===== src/rtl/maze_query_arbiter.sv =====
// maze_query_arbiter: shares one direction_flag wall lookup between pacman and the monsters.
// Build option: define MAZE_ARB_FIXED_PRIO_EN for fixed priority (index 0 always wins).
module maze_query_arbiter #(
   parameter int NUM_REQ    = 4,
   parameter int COORD_W    = 9,
   parameter int FLAG_W     = 3,
   parameter int LOOKUP_LAT = 1
) (
   input  logic                       clk_50mhz,
   input  logic                       rst_n,
   input  logic [NUM_REQ-1:0]         req,
   input  logic [NUM_REQ*COORD_W-1:0] req_x,
   input  logic [NUM_REQ*COORD_W-1:0] req_y,
   output logic [NUM_REQ-1:0]         gnt,
   output logic [NUM_REQ-1:0]         rsp_valid,
   output logic [FLAG_W-1:0]          rsp_flag_L,
   output logic [FLAG_W-1:0]          rsp_flag_U,
   output logic [FLAG_W-1:0]          rsp_flag_R,
   output logic [FLAG_W-1:0]          rsp_flag_D,
   output logic                       busy,
   output logic [COORD_W-1:0]         lk_x,
   output logic [COORD_W-1:0]         lk_y,
   input  logic [FLAG_W-1:0]          lk_flag_L,
   input  logic [FLAG_W-1:0]          lk_flag_U,
   input  logic [FLAG_W-1:0]          lk_flag_R,
   input  logic [FLAG_W-1:0]          lk_flag_D
);

   localparam int IDX_W = (NUM_REQ > 1) ? $clog2(NUM_REQ) : 1;
   localparam int CNT_W = 3;
   localparam logic [IDX_W-1:0] LAST_IDX = IDX_W'(NUM_REQ - 1);
   localparam logic [NUM_REQ-1:0] ONE_HOT0 = NUM_REQ'(1);

   typedef enum logic [1:0] {ST_IDLE, ST_WAIT, ST_RESP} state_t;

   state_t              state_reg, state_next;
   logic [NUM_REQ-1:0]  gnt_reg, gnt_next;
   logic [NUM_REQ-1:0]  rsp_valid_reg, rsp_valid_next;
   logic [FLAG_W-1:0]   flag_l_reg, flag_l_next, flag_u_reg, flag_u_next;
   logic [FLAG_W-1:0]   flag_r_reg, flag_r_next, flag_d_reg, flag_d_next;
   logic                busy_reg, busy_next;
   logic [COORD_W-1:0]  lk_x_reg, lk_x_next, lk_y_reg, lk_y_next;
   logic [IDX_W-1:0]    winner_reg, winner_next;
   logic [CNT_W-1:0]    cnt_reg, cnt_next;
   logic [IDX_W-1:0]    pick_idx;
   logic                pick_any;

   logic [COORD_W-1:0]  x_arr [NUM_REQ];
   logic [COORD_W-1:0]  y_arr [NUM_REQ];

   genvar gi;
   generate
      for (gi = 0; gi < NUM_REQ; gi++) begin : g_unpack
         assign x_arr[gi] = req_x[gi*COORD_W +: COORD_W];
         assign y_arr[gi] = req_y[gi*COORD_W +: COORD_W];
      end
   endgenerate

`ifdef MAZE_ARB_FIXED_PRIO_EN
   // Lowest set index wins; the descending scan leaves the smallest index last.
   always_comb begin
      pick_idx = '0;
      pick_any = |req;
      for (int k = NUM_REQ - 1; k >= 0; k--) begin
         if (req[IDX_W'(k)]) pick_idx = IDX_W'(k);
      end
   end
`else
   logic [IDX_W-1:0] rr_ptr_reg, rr_ptr_next;
   int               idx;

   // Scan offsets from rr_ptr downward so the nearest set bit at or above rr_ptr wins.
   always_comb begin
      pick_idx = '0;
      pick_any = |req;
      idx      = 0;
      for (int k = NUM_REQ - 1; k >= 0; k--) begin
         idx = int'(rr_ptr_reg) + k;
         if (idx >= NUM_REQ) idx = idx - NUM_REQ;
         if (req[idx[IDX_W-1:0]]) pick_idx = idx[IDX_W-1:0];
      end
   end
`endif

   always_comb begin
      state_next     = state_reg;
      gnt_next       = '0;
      rsp_valid_next = '0;
      flag_l_next    = flag_l_reg;
      flag_u_next    = flag_u_reg;
      flag_r_next    = flag_r_reg;
      flag_d_next    = flag_d_reg;
      lk_x_next      = lk_x_reg;
      lk_y_next      = lk_y_reg;
      winner_next    = winner_reg;
      cnt_next       = cnt_reg;
`ifndef MAZE_ARB_FIXED_PRIO_EN
      rr_ptr_next    = rr_ptr_reg;
`endif
      case (state_reg)
         ST_IDLE: begin
            if (pick_any) begin
               state_next  = ST_WAIT;
               gnt_next    = ONE_HOT0 << pick_idx;
               lk_x_next   = x_arr[pick_idx];
               lk_y_next   = y_arr[pick_idx];
               winner_next = pick_idx;
               cnt_next    = CNT_W'(LOOKUP_LAT);
            end
         end
         ST_WAIT: begin
            if (cnt_reg == '0) begin
               flag_l_next    = lk_flag_L;
               flag_u_next    = lk_flag_U;
               flag_r_next    = lk_flag_R;
               flag_d_next    = lk_flag_D;
               rsp_valid_next = ONE_HOT0 << winner_reg;
               state_next     = ST_RESP;
            end else begin
               cnt_next = cnt_reg - 1'b1;
            end
         end
         ST_RESP: begin
            state_next = ST_IDLE;
`ifndef MAZE_ARB_FIXED_PRIO_EN
            rr_ptr_next = (winner_reg == LAST_IDX) ? '0 : winner_reg + 1'b1;
`endif
         end
         default: state_next = ST_IDLE;
      endcase
      busy_next = (state_next != ST_IDLE);
   end

   always_ff @(posedge clk_50mhz or negedge rst_n) begin
      if (!rst_n) begin
         state_reg     <= ST_IDLE;
         gnt_reg       <= '0;
         rsp_valid_reg <= '0;
         flag_l_reg    <= '0;
         flag_u_reg    <= '0;
         flag_r_reg    <= '0;
         flag_d_reg    <= '0;
         busy_reg      <= 1'b0;
         lk_x_reg      <= '0;
         lk_y_reg      <= '0;
         winner_reg    <= '0;
         cnt_reg       <= '0;
`ifndef MAZE_ARB_FIXED_PRIO_EN
         rr_ptr_reg    <= '0;
`endif
      end else begin
         state_reg     <= state_next;
         gnt_reg       <= gnt_next;
         rsp_valid_reg <= rsp_valid_next;
         flag_l_reg    <= flag_l_next;
         flag_u_reg    <= flag_u_next;
         flag_r_reg    <= flag_r_next;
         flag_d_reg    <= flag_d_next;
         busy_reg      <= busy_next;
         lk_x_reg      <= lk_x_next;
         lk_y_reg      <= lk_y_next;
         winner_reg    <= winner_next;
         cnt_reg       <= cnt_next;
`ifndef MAZE_ARB_FIXED_PRIO_EN
         rr_ptr_reg    <= rr_ptr_next;
`endif
      end
   end

   assign gnt        = gnt_reg;
   assign rsp_valid  = rsp_valid_reg;
   assign rsp_flag_L = flag_l_reg;
   assign rsp_flag_U = flag_u_reg;
   assign rsp_flag_R = flag_r_reg;
   assign rsp_flag_D = flag_d_reg;
   assign busy       = busy_reg;
   assign lk_x       = lk_x_reg;
   assign lk_y       = lk_y_reg;

endmodule


===== config.mk =====
export PLATFORM = sky130hd
export DESIGN_NAME = maze_query_arbiter
export DESIGN_NICKNAME = d
export VERILOG_FILES = /design/src/rtl/maze_query_arbiter.sv
export SDC_FILE = /design/constraint.sdc
export NUM_CORES = 1
export LEC_CHECK = 0
export ABC_AREA = 0
export CAP_MARGIN = 20
export CORE_MARGIN = 1
export CORE_UTILIZATION = 30
export CTS_BUF_LIST = sky130_fd_sc_hd__clkbuf_16
export DETAILED_ROUTE_END_ITERATION = 10
export GPL_ROUTABILITY_DRIVEN = 1
export GPL_TIMING_DRIVEN = 1
export HOLD_SLACK_MARGIN = 0.1
export PLACE_DENSITY = 0.62
export SLEW_MARGIN = 30
export SYNTH_ARGS = -nofsm -noshare
export SYNTH_HDL_FRONTEND = slang
export SYNTH_SLANG_ARGS = --single-unit

===== constraint.sdc =====
create_clock -name clk_50mhz -period 2.2 [get_ports clk_50mhz]
set_input_delay 0.22 -clock clk_50mhz [delete_from_list [all_inputs] [get_ports clk_50mhz]]
set_output_delay 0.22 -clock clk_50mhz [all_outputs]
set_load 0.05 [all_outputs]

==> out/qor.yml, run 1 <==
end_kind: "flop"
rsz0062_at_grt: "no"
cp.arrival_ns: 1.98
worst_setup_path_start_kind: "input pin"
gr-usage-all-layers: 0.167
antennaDiodeCount: 0
die_w_um: 91.1
netlist_instances: 199
cts.clk_slew.worst_paths_ns: 0.07
grt_pass1_vias: 2121
synth_nets: 295
max-cap-violations: 0
portBuffers: 128
ios: 129
cts_resized: 0
maxSlewHeadroom: 0.638
synth_area_per_cell_um2: 12.0
cts_tree: "done"
synthToLayoutAreaGrowth_pct: 67.2
wl_per_cell_um: 15.2
hold_class: "input pin to async pin"
die_area_mm2: 0.00831
synthSimpleGateAreaFrac: 0.0971
crit_required_ns: 2.35
syn-cell-area_mm2: 0.00238
drt-total-wl_um: 6620
cts_root_buf: "clkbuf_16"
synthAdderAreaFrac: 0.0315
finalHoldViolCount: 0
post_drt_via_cell_ratio: 4.70
numCtsBuffers: 5
setup_tns_ns: 0
clk_latency_ns: 0.29
setup_viol: 0
overflow: 0
fin_crit_sh: 0.832
antenna_found_initial: 0
synthMuxAreaShare: 0.217
cts_sinks: 48
yosysWarnings: 0
via_count: 2043
drt_iter0_drc: 40
vdd_drop_max_mv: 0.789
grt_pass1_wl_um: 10800
synth_async_sr_flop_share: 1.00
synth.distinct_cells: 29
nNetsFinal: 428
drive_above_1_share: 0.105
synth_seq_cells: 48
cts_max_level: 2
dp_hpwl_um: 4940
initial_utilization: 0.310
fin_util: 0.518
max_freq_mhz: 547
synth_xor_area_frac: 0
synth_ff_type: "dfrtp_1"
ys_seq_area_frac: 0.504
clock_path_buffers: 2
ant_nets: 0
p_leak_uw: 0.00178
rows: 32
p_per_area_mw_per_mm2: 1470
crit_fanout: 10
status: "completed"
fin_crit_ns: 1.83
grt_max_degree: 32
critPathKind: "input pin to flop"
finClkSkew_ns: 0.00627
synth_edf_count: 0
drv_slew: 0
gp_congestion: 0.723
synth_compound_area_frac: 0.110
tightest_slew_ns: 0.541
synth_top_family_by_area: "multiplexers"
core_area_mm2: 0.00769
die_height_um: 91.1
drtPass1Iterations: 4
drc: 0
-- cell usage after synthesis (all sizes together) (2+ instances only) --
cell    number  area, um2
mux2i       36        360
nor2         7       26.3
nand2       27        101
ha           6       75.1
inv          6       22.5
clkbuf       2       7.51
mux2        14        158
nand2b       4       25.0
nor2b        5       31.3
buf          9       66.3
dfrtp       48       1200
o22ai        2       26.3
and2         4       25.0
o221ai      18        158
-- final timing paths --
kind / start / end / slack, ns / cells past startpoint
max: req[0] / lk_x[1] / 0.37 / 7
min: rst_n / lk_x[2] / 0.40 / 2
max reg2reg: rr_ptr_reg[1] / lk_x[5] / 0.51 / 5
min reg2reg: cnt_reg[0] / cnt_reg[0] / 0.48 / 1
max in group asynchronous: rst_n / rsp_valid[3] / 1.28 / 3
min in group clk_50mhz: cnt_reg[0] / cnt_reg[0] / 0.48 / 1
-- per-layer routing --
| layer | wire length [um] | vias up | GRT usage |
|---|---|---|---|
| li1 | - | 980 | - |
| met3 | 210 | 7 | 0.0360 |
| met4 | 89 | 0 | 0.0556 |
| met2 | 3570 | 43 | 0.294 |
| met1 | 2750 | 1013 | 0.200 |
| met5 | 0 | - | 0 |
-- through the flow --
stage          instance area [um2]  total power, uW  std cells  worst slack [ns]  hold slack (ns)
2_1_floorplan                 2380             3860        199             0.447          -0.0756
3_3_place_gp                  3810             5010        426            0.0470            0.196
3_5_place_dp                  3810             5050        426            0.0518            0.185
4_1_cts                       3990             5930        435             0.353            0.429
5_1_grt                       3990             6220        435             0.249            0.440
6_report                      3990             5850        435             0.371            0.403
-- critical path: stages --
cell             delay (ns)
clkdlybuf4s50_1        0.58
inv_2                  0.04
o221a_1                0.29
o22ai_4                0.19
buf_4                  0.26
mux2i_1                0.25
o221ai_1               0.15
-- layout by cell type (no fill, tap or decap), drive strengths merged --
| cell | count |
|---|---|
| clkdlybuf4s50 | 127 |
| o22ai | 2 |
| a31oi | 1 |
| ha | 6 |
| mux2i | 36 |
| or3 | 1 |
| dfrtp | 48 |
| bufinv | 1 |
| nor2b | 5 |
| clkbuf | 5 |
| and2 | 4 |
| o41ai | 1 |
| buf | 9 |
| o221ai | 18 |
| inv | 7 |
| o21ai | 1 |
| a21boi | 1 |
| a21o | 1 |
| nor3 | 1 |
| o31ai | 1 |
| nor2 | 7 |
| mux2 | 14 |
| nand2 | 27 |
| clkinv | 1 |
| dlygate4sd3 | 1 |
| nand2b | 4 |
| o221a | 1 |
| a21oi | 1 |
| or2 | 1 |
-- kinds of logic (layout without fill, tap and decap cells) --
| family | Yosys count | after routing |
|---|---|---|
| buf+inv | 17 | 151 |
| compound gates | 28 | 28 |
| fa+ha+maj | 6 | 6 |
| flops | 48 | 48 |
| simple gates | 50 | 50 |
| mux | 50 | 50 |
-- power breakdown --
part	leakage (uW)	internal, uW	switching [uW]
clock network	0.0000850	530	323
registers	0.000594	1290	218
logic	0.00110	1410	2080
total	0.00178	3230	2620
-- area by class of cell --
class,count,area [um2]
clock inverters,3,38.8
clock buffers,5,125
inverters,6,22.5
flip-flops and latches,48,1200
fillers,727,3700
repair buffers,137,1380
multi-input cells,134,1090
well taps,102,128
-- timing repair --
item / in CTS / in global routing
buffers inserted: 0 / 0
endpoints found under the hold margin: 17 / 0
hold buffers: 1 / 0
No activity file was read; power rests on OpenSTA's default activity.
==> inputs of run 2 (changes only) <==
Clock period 2.2 ns to 1.71 ns, I/O delays scaled along.
==> run 2 against run 1 <==
Against the previous run: register-to-register slack worse by 0.39 ns; first-iteration DRC count up 110%; flip-flop and latch count unchanged; routed wire length up 2.5%; via count up 1.3%; cell area up 2.8%; utilization up 1.5 points; worst setup slack worse by 0.29 ns.
==> out/qor.yml, run 2 (synthesis gave the netlist of run 1 again) <==
die_w_um: 91.1  # unchanged
final_cell_mix: "clkdlybuf4s50_1 (115), dfrtp_1 (48), mux2i_1 (36)"
rows: 32  # unchanged
synthToLayoutAreaGrowth_pct: 71.9
nNetsFinal: 436  # +1.9%
vdd_drop_max_mv: 0.784  # -0.58%
path_cells: "clkdlybuf4s50_1"
critPathSlowestCell: "clkdlybuf4s50_1"
setup_viol: 0  # unchanged
antennaDiodeCount: 0  # unchanged
drv_slew: 0  # unchanged
critPathKind: "flop to output pin"
dp_hpwl_um: 4610  # -6.7%
crit_required_ns: 1.54  # -0.81 ns
critPathMaxStageDelay_ns: 0.81  # +0.23 ns
drt-total-wl_um: 6780  # +2.5%
cp.arrival_ns: 1.45  # -0.53 ns
postPlaceCellArea_mm2: 0.00383  # +0.59%
post_drt_via_cell_ratio: 4.67  # -0.56%
drt_iter0_drc: 83  # +110%
initial_utilization: 0.310  # unchanged
finClkSkew_ns: 0.00803  # +0.00176 ns
via_count: 2069  # +1.3%
rsz0062_at_grt: "no"
clk_latency_ns: 0.28  # about the same
whs_ns: 0.426  # +0.0233 ns
nFillCells: 681  # -6.3%
finalHoldViolCount: 0  # unchanged
final_common_cell: "clkdlybuf4s50_1"
final_area_mm2: 0.00410  # +2.8%
path_buf_inv: 1  # -2
fin_crit_sh: 0.950
multi_input_area_mm2: 0.00109  # +0.69%
cts.clk_slew.worst_paths_ns: 0.06  # about the same
overflow: 0  # unchanged
status: "completed"
die_height_um: 91.1  # unchanged
numCtsBuffers: 5  # unchanged
cts_root_buf: "clkbuf_16"
ios: 129  # unchanged
cp-startpoint: "lk_y[5]"
drive_above_1_share: 0.158  # +0.0533
drtPass1Iterations: 4  # unchanged
hold_class: "input pin to async pin"
max_freq_mhz: 615
ant_nets: 0  # unchanged
p_leak_uw: 0.00188  # +5.4%
grt_pass1_vias: 2128  # +0.33%
grt_max_degree: 49  # +53%
p_per_area_mw_per_mm2: 1890  # +28%
antenna_found_initial: 0  # unchanged
worst_setup_path_start_kind: "flop"
max-cap-violations: 0  # unchanged
core_area_mm2: 0.00769  # unchanged
die_area_mm2: 0.00831  # unchanged
critPathTopFamily: "buffers and inverters"
maxSlewHeadroom: 0.654  # +0.0160
end_kind: "output pin"
portBuffers: 128  # unchanged
cts_sinks: 48  # unchanged
gp_congestion: 0.741  # +2.5%
cts_max_level: 2  # unchanged
cts_tree: "done"
crit_fanout: 2  # -8
r2r-start: "rr_ptr_reg[0]"
tightest_slew_ns: 0.517  # -0.0240 ns
wl_per_cell_um: 15.3  # +0.61%
gr-usage-all-layers: 0.159  # -0.00743
drc: 0  # unchanged
clock_path_buffers: 2  # unchanged
grt_pass1_wl_um: 10500  # -2.3%
seqCellArea_mm2: 0.00120  # unchanged
fin_crit_ns: 1.63
## run 2: cell type report
| cell class | count | share of cell area |
|---|---|---|
| Sequential cell | 48 | 0.293 |
| Clock inverter | 3 | 0.00947 |
| Inverter | 6 | 0.00550 |
| Tap cell | 102 | 0.0311 |
| Multi-Input combinational cell | 134 | 0.267 |
| Timing Repair Buffer | 145 | 0.363 |
| Clock buffer | 5 | 0.0305 |
## run 2: stage by stage
step	total power (uW)	TNS, ns	setup slack, ns	util	std cells
floorplan	4970	0	0.0863	-	199
global placement	6450	-5.98	-0.300	0.499	430
detailed placement	6500	-6.85	-0.342	0.499	430
CTS	7630	0	0.00405	0.521	439
global route	8200	0	0.0167	0.533	443
finish	7730	0	0.0848	0.533	443
## run 2: report_power, final
part           total, uW  internal, uW  switching [uW]
clock network       1080           682             397
logic               4700          1960            2740
registers           1950          1660             286
## run 2: timing repair
action,CTS,global route
setup buffers,0,1
endpoints found under the setup margin,18,19
hold buffers,1,0
cloned,0,3
pin swaps,0,1
resized for setup,2,3
hold endpoints to repair,48,0
## run 2: worst paths after layout
kind                                       to  slack [ns]  cells past startpoint
worst max-delay path                  lk_y[5]        0.08                      1
worst min-delay path            rsp_flag_R[2]        0.43                      3
worst max register to register        lk_y[7]        0.12                      6
worst min register to register        lk_x[8]        0.48                      2
max in group asynchronous       winner_reg[1]        1.04                      3
min in group clk_50mhz                lk_x[8]        0.48                      2
## run 2: per-layer routing
layer | global-route usage | share of wire
met3 | 0.0251 | 0.028
met2 | 0.286 | 0.53
met4 | 0.0582 | 0.011
met1 | 0.191 | 0.43
met5 | 0 | 0
